[src/rtl/pipeline_controller.sv]
// Central hazard sequencer for the five-stage pipeline: PC/pipeline-register enables and flushes,
// load-use stall, memory wait freeze, EX redirect squash, halt drain and saturating perf counters.
module pipeline_controller (
    input  logic        CLK,
    input  logic        RST,
    input  logic        ihit,
    input  logic        dhit,
    input  logic        dmemREN_o3,
    input  logic        dmemWEN_o3,
    input  logic        dmemREN_o2,
    input  logic [4:0]  wsel_o2,
    input  logic [4:0]  rsel1_o1,
    input  logic [4:0]  rsel2_o1,
    input  logic        usesrs_o1,
    input  logic        usesrt_o1,
    input  logic        redirect_o2,
    input  logic        halt_o3,
    output logic        pc_en,
    output logic        en_ifid,
    output logic        en_idex,
    output logic        en_exmem,
    output logic        en_memwb,
    output logic        flush_ifid,
    output logic        flush_idex,
    output logic        halt,
    output logic [15:0] stall_cnt,
    output logic [15:0] flush_cnt
);

    typedef enum logic [1:0] {
        RUN     = 2'd0,
        LUSTALL = 2'd1,
        DRAIN   = 2'd2,
        HALTED  = 2'd3
    } state_e;

    state_e      state_q, state_d;
    logic [15:0] stall_cnt_q, stall_cnt_d;
    logic [15:0] flush_cnt_q, flush_cnt_d;

    logic advance;
    logic lu;
    logic redirect_evt;

    assign advance = ihit & ~((dmemREN_o3 | dmemWEN_o3) & ~dhit);

    assign lu = dmemREN_o2 & (wsel_o2 != 5'd0) &
                ((usesrs_o1 & (wsel_o2 == rsel1_o1)) |
                 (usesrt_o1 & (wsel_o2 == rsel2_o1)));

    // NOTE: every output and next-state term gets a default first so no path leaves a latch.
    always_comb begin
        state_d      = state_q;
        pc_en        = 1'b0;
        en_ifid      = 1'b0;
        en_idex      = 1'b0;
        en_exmem     = 1'b0;
        en_memwb     = 1'b0;
        flush_ifid   = 1'b0;
        flush_idex   = 1'b0;
        halt         = 1'b0;
        redirect_evt = 1'b0;

        if (!RST) begin
            unique case (state_q)
                RUN, LUSTALL: begin
                    if (advance) begin
                        if (halt_o3) begin
                            en_exmem   = 1'b1;
                            en_memwb   = 1'b1;
                            flush_ifid = 1'b1;
                            flush_idex = 1'b1;
                            state_d    = DRAIN;
                        end else if (state_q == RUN && redirect_o2) begin
                            pc_en        = 1'b1;
                            en_ifid      = 1'b1;
                            en_idex      = 1'b1;
                            en_exmem     = 1'b1;
                            en_memwb     = 1'b1;
                            flush_ifid   = 1'b1;
                            flush_idex   = 1'b1;
                            redirect_evt = 1'b1;
                            state_d      = RUN;
                        end else if (state_q == RUN && lu) begin
                            // Hold PC and IF/ID, insert one bubble into EX.
                            en_exmem   = 1'b1;
                            en_memwb   = 1'b1;
                            flush_idex = 1'b1;
                            state_d    = LUSTALL;
                        end else begin
                            pc_en    = 1'b1;
                            en_ifid  = 1'b1;
                            en_idex  = 1'b1;
                            en_exmem = 1'b1;
                            en_memwb = 1'b1;
                            state_d  = RUN;
                        end
                    end
                end
                DRAIN: begin
                    if (advance) begin
                        en_memwb   = 1'b1;
                        flush_ifid = 1'b1;
                        flush_idex = 1'b1;
                        state_d    = HALTED;
                    end
                end
                HALTED: begin
                    halt = 1'b1;
                end
                default: state_d = RUN;
            endcase
        end
    end

    always_comb begin
        stall_cnt_d = stall_cnt_q;
        flush_cnt_d = flush_cnt_q;
        if (!pc_en && state_q != HALTED && !RST && stall_cnt_q != 16'hFFFF)
            stall_cnt_d = stall_cnt_q + 16'd1;
        if (redirect_evt && flush_cnt_q != 16'hFFFF)
            flush_cnt_d = flush_cnt_q + 16'd1;
    end

    // NOTE: sequential state uses non-blocking assignments so all registers update together.
    always_ff @(posedge CLK) begin
        if (RST) begin
            state_q     <= RUN;
            stall_cnt_q <= 16'd0;
            flush_cnt_q <= 16'd0;
        end else begin
            state_q     <= state_d;
            stall_cnt_q <= stall_cnt_d;
            flush_cnt_q <= flush_cnt_d;
        end
    end

    assign stall_cnt = stall_cnt_q;
    assign flush_cnt = flush_cnt_q;

endmodule

[config.mk]
export PLATFORM = sky130hd
export DESIGN_NAME = pipeline_controller
export DESIGN_NICKNAME = d
export VERILOG_FILES = /design/src/rtl/pipeline_controller.sv
export SDC_FILE = /design/constraint.sdc
export NUM_CORES = 1
export LEC_CHECK = 0
export ABC_CLOCK_PERIOD_IN_PS = 3400
export CORE_MARGIN = 3
export CORE_UTILIZATION = 45
export CTS_CLUSTER_DIAMETER = 120
export DETAILED_ROUTE_END_ITERATION = 12
export PLACE_DENSITY = 0.8
export SLEW_MARGIN = 20
export SYNTH_ARGS = -nofsm -noshare
export SYNTH_HDL_FRONTEND = slang
export SYNTH_SLANG_ARGS = --single-unit
[constraint.sdc]
create_clock -name CLK -period 3.4 [get_ports CLK]
set_input_delay 1.02 -clock CLK [delete_from_list [all_inputs] [get_ports CLK]]
set_output_delay 1.02 -clock CLK [all_outputs]
set_load 0.1 [all_outputs]
# [Yosys cells after proc, flatten, opt, wreduce, memory -nomap -nowiden]
# Cells that the tools add are included.
[word_totals] ff_bits=34 in_bits=26
[op_classes] addsub=2 n_eq_ne=10 mux=34 bitwise=10 reduce_logical=14
[op_table] operator="$add 16x1->16 const B" n=2
[op_table] operator="$ne 16x16->1 const B" n=2
[op_table] operator="$mux 1" n=28
[op_table] operator="$eq 5x5->1" n=2
[op_table] operator="$and 1x1->1" n=6
[op_table] operator="$logic_and 1x1->1" n=6
[op_table] operator="$mux 2" n=3
[op_table] operator="$ne 2x2->1 const B" n=3
[op_table] operator="$reduce_bool 5->1" n=1
[op_table] operator="$eq 2x2->1 const B" n=2
[op_table] operator="$pmux 1 s2" n=2
[op_table] operator="$pmux 2 s2" n=1
[op_table] operator="$reduce_and 3->1" n=1
[op_table] operator="$reduce_or 3->1" n=1
[op_table] operator="$eq 2x1->1 const B" n=1
[op_table] operator="$logic_not 1->1" n=2
[op_table] operator="$logic_not 2->1" n=1
[op_table] operator="$not 1->1" n=2
[op_table] operator="$or 1x1->1" n=2
[op_table] operator="$reduce_bool 2->1" n=1
[op_table] operator="$reduce_or 2->1" n=1

# [Depth between registers and ports, before layout]
# Gate-level depths: netlist (run 1).
[logic_depth] word_depth=15 ltp_mapped=8 depth_no_buf=7

# [Least setup slack after synthesis (run 1)]
# OpenSTA, ideal clock, no wires.
[synth_path] kind="in2out" from="in dmemWEN_o3" to="out flush_idex" arrival_ps=3272 slack_ps=-892 cell_stages=4 n_path_buf=0 path_cell_list="nor2_1 o21ai_0 nor2_1 a31o_2"
[synth_via] elab_chain_len=7 word_cells_on_any_way=8 classes_between="4 x mux; 4 x bitwise"
[synth_rtl] element="start: declaration" line="9" source="input logic dmemWEN_o3,"
[synth_rtl] element="$or 1x1->1 *" line="45" source="assign advance = ihit & ~((dmemREN_o3 | dmemWEN_o3) & ~dhit);"
[synth_rtl] element="$and 1x1->1 *" line="45"
[synth_rtl] element="$not 1->1 *" line="45"
[synth_rtl] element="$and 1x1->1 *" line="45"
[synth_rtl] element="$mux 1, on equally long branches"
[synth_rtl] element="$pmux 1 s2 *" line="65" source="unique case (state_q)"
[synth_rtl] element="$mux 1 *" line="64" source="if (!RST) begin"
[synth_rtl] element="end: declaration" line="24" source="output logic flush_idex,"
# Mark *: on every way between the ends. The rest lies on a longest branch, timed or not.

# [Worst setup path after layout (run 1)]
[layout_path] from="in wsel_o2[4]" to="out en_ifid"
[layout_via] elab_chain_len=11 word_cells_on_any_way=15 classes_between="2 x eq/ne; 6 x mux; 5 x bitwise; 2 x reduce/logical"
[layout_rtl] element="start: declaration" line="11" source="input logic [4:0] wsel_o2,"
[layout_rtl] element="$eq 5x5->1, on equally long branches" line="48, 49"
[layout_rtl] element="$and 1x1->1, on equally long branches" line="48, 49"
[layout_rtl] element="$or 1x1->1" line="48" source="((usesrs_o1 & (wsel_o2 == rsel1_o1)) |"
[layout_rtl] element="$and 1x1->1 *" line="47" source="assign lu = dmemREN_o2 & (wsel_o2 != 5'd0) &"
[layout_rtl] element="$logic_and 1x1->1 *" line="84" source="end else if (state_q == RUN && lu) begin"
[layout_rtl] element="$mux 1 *" line="84"
[layout_rtl] element="$mux 1 *" line="74" source="end else if (state_q == RUN && redirect_o2) begin"
[layout_rtl] element="$mux 1 *" line="68" source="if (halt_o3) begin"
[layout_rtl] element="$mux 1 *" line="67" source="if (advance) begin"
[layout_rtl] element="$mux 1 *" line="65"
[layout_rtl] element="$mux 1 *" line="64"
[layout_rtl] element="end: declaration" line="19" source="output logic en_ifid,"
# Marks and branches as above.

==> impl_metrics.toml, run 1 <==
[clock_network]
clk_latency_ns = 0.29
tritoncts = "yes"
clock-sinks = 34
htreeDepth = 2
cts_inserted_buffers = 5
cts.root.buffer_cell = "sky130_fd_sc_hd__clkbuf_8"
clock_tree.buffer_depth = 2
cts.reportedPaths.clkPinSlew_ns = 0.07

[floorplan]
core_area_um2 = 3830
die_x_um = 70.6
num_io_pins = 66
floorplan.die.height_um = 70.6
num_rows = 22
die_area_um2 = 4980
start_util = 0.491

[worst_setup_path]
worst-path-max-fanout = 4
crit_path_max_incr_delay_ns = 0.54
worst_r2r_startpoint = "state_q[1]"
ff2ff_setup_slack_ns = 0.99
r2r-end = "flush_cnt[6]"
worst_setup_path_startpoint = "wsel_o2[4]"
cpMaxStageDelayCell = "sky130_fd_sc_hd__or4_4"
timing.reg2reg.worst_path_depth = 9
timing.critical_path.to = "en_ifid"
endpoint_kind = "primary output"
critical_path_required_ns = 2.38
critical_path.startpoint_type = "input pin"
path_class = "input pin to primary output"
cp_cell_instances = "buf_6 -> or4_4 -> nor2_4 -> nor3b_2 -> a31oi_4 -> buf_12"
crit_arrival_ns = 2.35

[routing]
detail_route.iter0.violations = 117
drc_errors = 0
firstDrtPassIters = 4
detail-route-antenna-nets = 0
wl_cell_um = 13.5
routed_wirelength_um = 4650
route.detailed.vias_per_inst = 5.09
route.vias.total = 1752

[power]
power_density_nw_per_um2 = 320
power.share.sequential = 0.454
sw_ratio = 0.291
comb_power_share = 0.193
share_clk_of_total_power = 0.353
total_leakage_power_nw = 1.18
p_int_mw = 0.639
power.net_switching_mw = 0.263
ir_drop_v = 0.000244

[timing]
final_hold_viol_count = 0
setup_violations = 0
fin_hold_ws_ns = 0.546
relSlewSlack = 0.602
final.min_clock_period_ns = 3.37
skew_ns = 0.00652
period_share = 0.992
worst_pin_slew_ns = 0.595
maxSlewViolCount = 0
max_clock_freq_mhz = 296
rsz_0062_raised_after_global_routing = "no"

[placement]
place_hpwl_um = 3550
io_buffers = 65
placedCellCount = 334
placement.cell_area_um2 = 2690
globalplace.congestion = 0.754

[yosys]
yosys-top-cells-count = "sky130_fd_sc_hd__nor2_1 (41), sky130_fd_sc_hd__dfxtp_1 (34), sky130_fd_sc_hd__xnor2_1 (24), sky130_fd_sc_hd__nand2_1 (18), sky130_fd_sc_hd__xor2_1 (13)"
asyncSetResetFlopFracSynth = 0
yosys.cell_count.top_type = "sky130_fd_sc_hd__nor2_1"
synth.avg_cell_area_um2 = 8.90
yosys_register_bits = 34
ys_types = 46
yosysSeqAreaShare = 0.362
yosysTopAreaCellShare = 0.362
synth_enable_flop_cells = 0
synth_top_cell_by_area = "sky130_fd_sc_hd__dfxtp_1"
post_synth_instance_area_um2 = 1880
synthFlopType = "sky130_fd_sc_hd__dfxtp_1"
synth.yosys.warnings = 0
mappedNetlistNets = 239
synth.area.top_cells = "sky130_fd_sc_hd__dfxtp_1 (36%), sky130_fd_sc_hd__xnor2_1 (11%), sky130_fd_sc_hd__nor2_1 (8.2%)"
postSynthCellCount = 211

[global_routing]
global_route.usage.met2 = 0.324
busiest_layer = "met2"
grt.total_usage = 0.195
global_route.usage.met1 = 0.231
globalRouteOverflowTotal = 0
grtUsageMet3 = 0.0824
grt_pass1_wl_um = 7780
grt_antenna_before_repair = 0
number_of_global_route_vias_before_repair = 1732
largest_net_degree_at_the_start_of_global_routing = 40

[cells_and_area]
final_util = 0.736
drive_gt1_frac = 0.351
antenna_cells_inserted = 0
final_design_area_no_fill_um2 = 2820
fin_cells = 344
area_growth_syn_to_layout_pct = 49.9
final_net_count = 323

[hold_path]
min-delay-path-class = "flop to flop"

[status]
status = "complete, no violations"

[flow_run]
max_cap_viol_count = 0
[worst max-delay path: cells and delay by family]
| family | cells | cell delay, ns |
|---|---|---|
| and+or+nand+nor | 3 | 0.71 |
| buffers and inverters | 2 | 0.31 |
| AOI/OAI and AO/OA | 1 | 0.31 |
[power groups by stage]
stage	logic (mW)	clock network, mW	registers (mW)
after floorplan	0.0843	0	0.438
after global placement	0.174	0	0.418
after detailed placement	0.176	0	0.419
after CTS	0.174	0.325	0.409
after global routing	0.185	0.347	0.410
final	0.174	0.319	0.409
[worst min path at each step]
stage | from | to | slack [ns] | cells past startpoint
2_1_floorplan | state_q[1] | state_q[1] | 0.53 | 2
3_3_place_gp | stall_cnt[1] | stall_cnt[1] | 0.49 | 2
3_5_place_dp | stall_cnt[1] | stall_cnt[1] | 0.52 | 2
4_1_cts | flush_cnt[10] | flush_cnt[10] | 0.55 | 2
5_1_grt | stall_cnt[1] | stall_cnt[1] | 0.59 | 2
6_report | flush_cnt[14] | flush_cnt[14] | 0.55 | 2
[final cells by class]
type                    count  area (µm²)
multi-input cells         167        1180
fillers                   301        1010
repair buffers             85         795
flip-flops and latches     34         681
clock buffers               6        82.6
well taps                  48        60.1
clock inverters             2        12.5
inverters                   2        7.51
[metal layers]
layer	part of all wire	vias to the layer above
met5	0	-
met4	0.012	0
met3	0.075	6
met2	0.49	56
met1	0.43	800
li1	-	890
[logic make-up (layout without fill, tap and decap cells)]
kind of cell | after synthesis | after routing | share of synthesized area
buffers and inverters | 10 | 95 | 0.0320
AOI/OAI and AO/OA | 18 | 18 | 0.0913
muxes | 2 | 2 | 0.0113
adders and majority gates | 2 | 2 | 0.0133
xor gates and xnor gates | 37 | 37 | 0.173
DFF | 34 | 34 | 0.362
and+or+nand+nor | 108 | 108 | 0.317
[what timing repair did]
action / 4_1_cts / 5_1_grt
resized for setup: 25 / 13
hold buffers: 0 / 0
pin swaps: 14 / 11
cloned: 0 / 0
endpoints found under the setup margin: 6 / 5
buffers inserted: 1 / 1
[metrics by stage]
step	TNS, ns	setup WS, ns	total power, mW
finish	0	0.0267	0.902
global route	0	0.00552	0.942
CTS	-0.123	-0.0424	0.908
detailed placement	-1.48	-0.334	0.595
global placement	-1.26	-0.322	0.592
floorplan	-0.0292	-0.00982	0.523
[registers in the layout (all words and copies together), names as in the netlist]
name and cells:
stall_cnt 16, state_q 2, flush_cnt 16
[layout by cell type (no fill, tap or decap), types with 3 or more instances in the layout]
cell,synthesis,routed
sky130_fd_sc_hd__nor2_1,41,37
sky130_fd_sc_hd__xor2_1,13,13
sky130_fd_sc_hd__nor4_2,5,5
sky130_fd_sc_hd__and4_2,3,3
sky130_fd_sc_hd__nand3_1,12,12
sky130_fd_sc_hd__nand2_1,18,18
sky130_fd_sc_hd__dfxtp_1,34,34
sky130_fd_sc_hd__buf_4,2,52
sky130_fd_sc_hd__clkdlybuf4s50_1,0,4
sky130_fd_sc_hd__clkbuf_8,0,6
sky130_fd_sc_hd__nor4_1,3,3
sky130_fd_sc_hd__xnor2_1,24,24
sky130_fd_sc_hd__dlygate4sd2_1,0,8
sky130_fd_sc_hd__nand4_1,5,5
sky130_fd_sc_hd__buf_12,0,8
sky130_fd_sc_hd__a21oi_1,5,5
sky130_fd_sc_hd__a31o_2,3,3
sky130_fd_sc_hd__dlymetal6s2s_1,0,7
(Power assumes the default switching activity.)
==> run 2, diff against run 1 <==
--- a/config.mk
+++ b/config.mk
@@ -5,7 +5,6 @@
 export SDC_FILE = /design/constraint.sdc
 export NUM_CORES = 1
 export LEC_CHECK = 0
-export ABC_CLOCK_PERIOD_IN_PS = 3400
 export CORE_MARGIN = 3
 export CORE_UTILIZATION = 45
 export CTS_CLUSTER_DIAMETER = 120
==> results of run 2 <==
Final layout, timing and power as in run 1 (identical DEF).
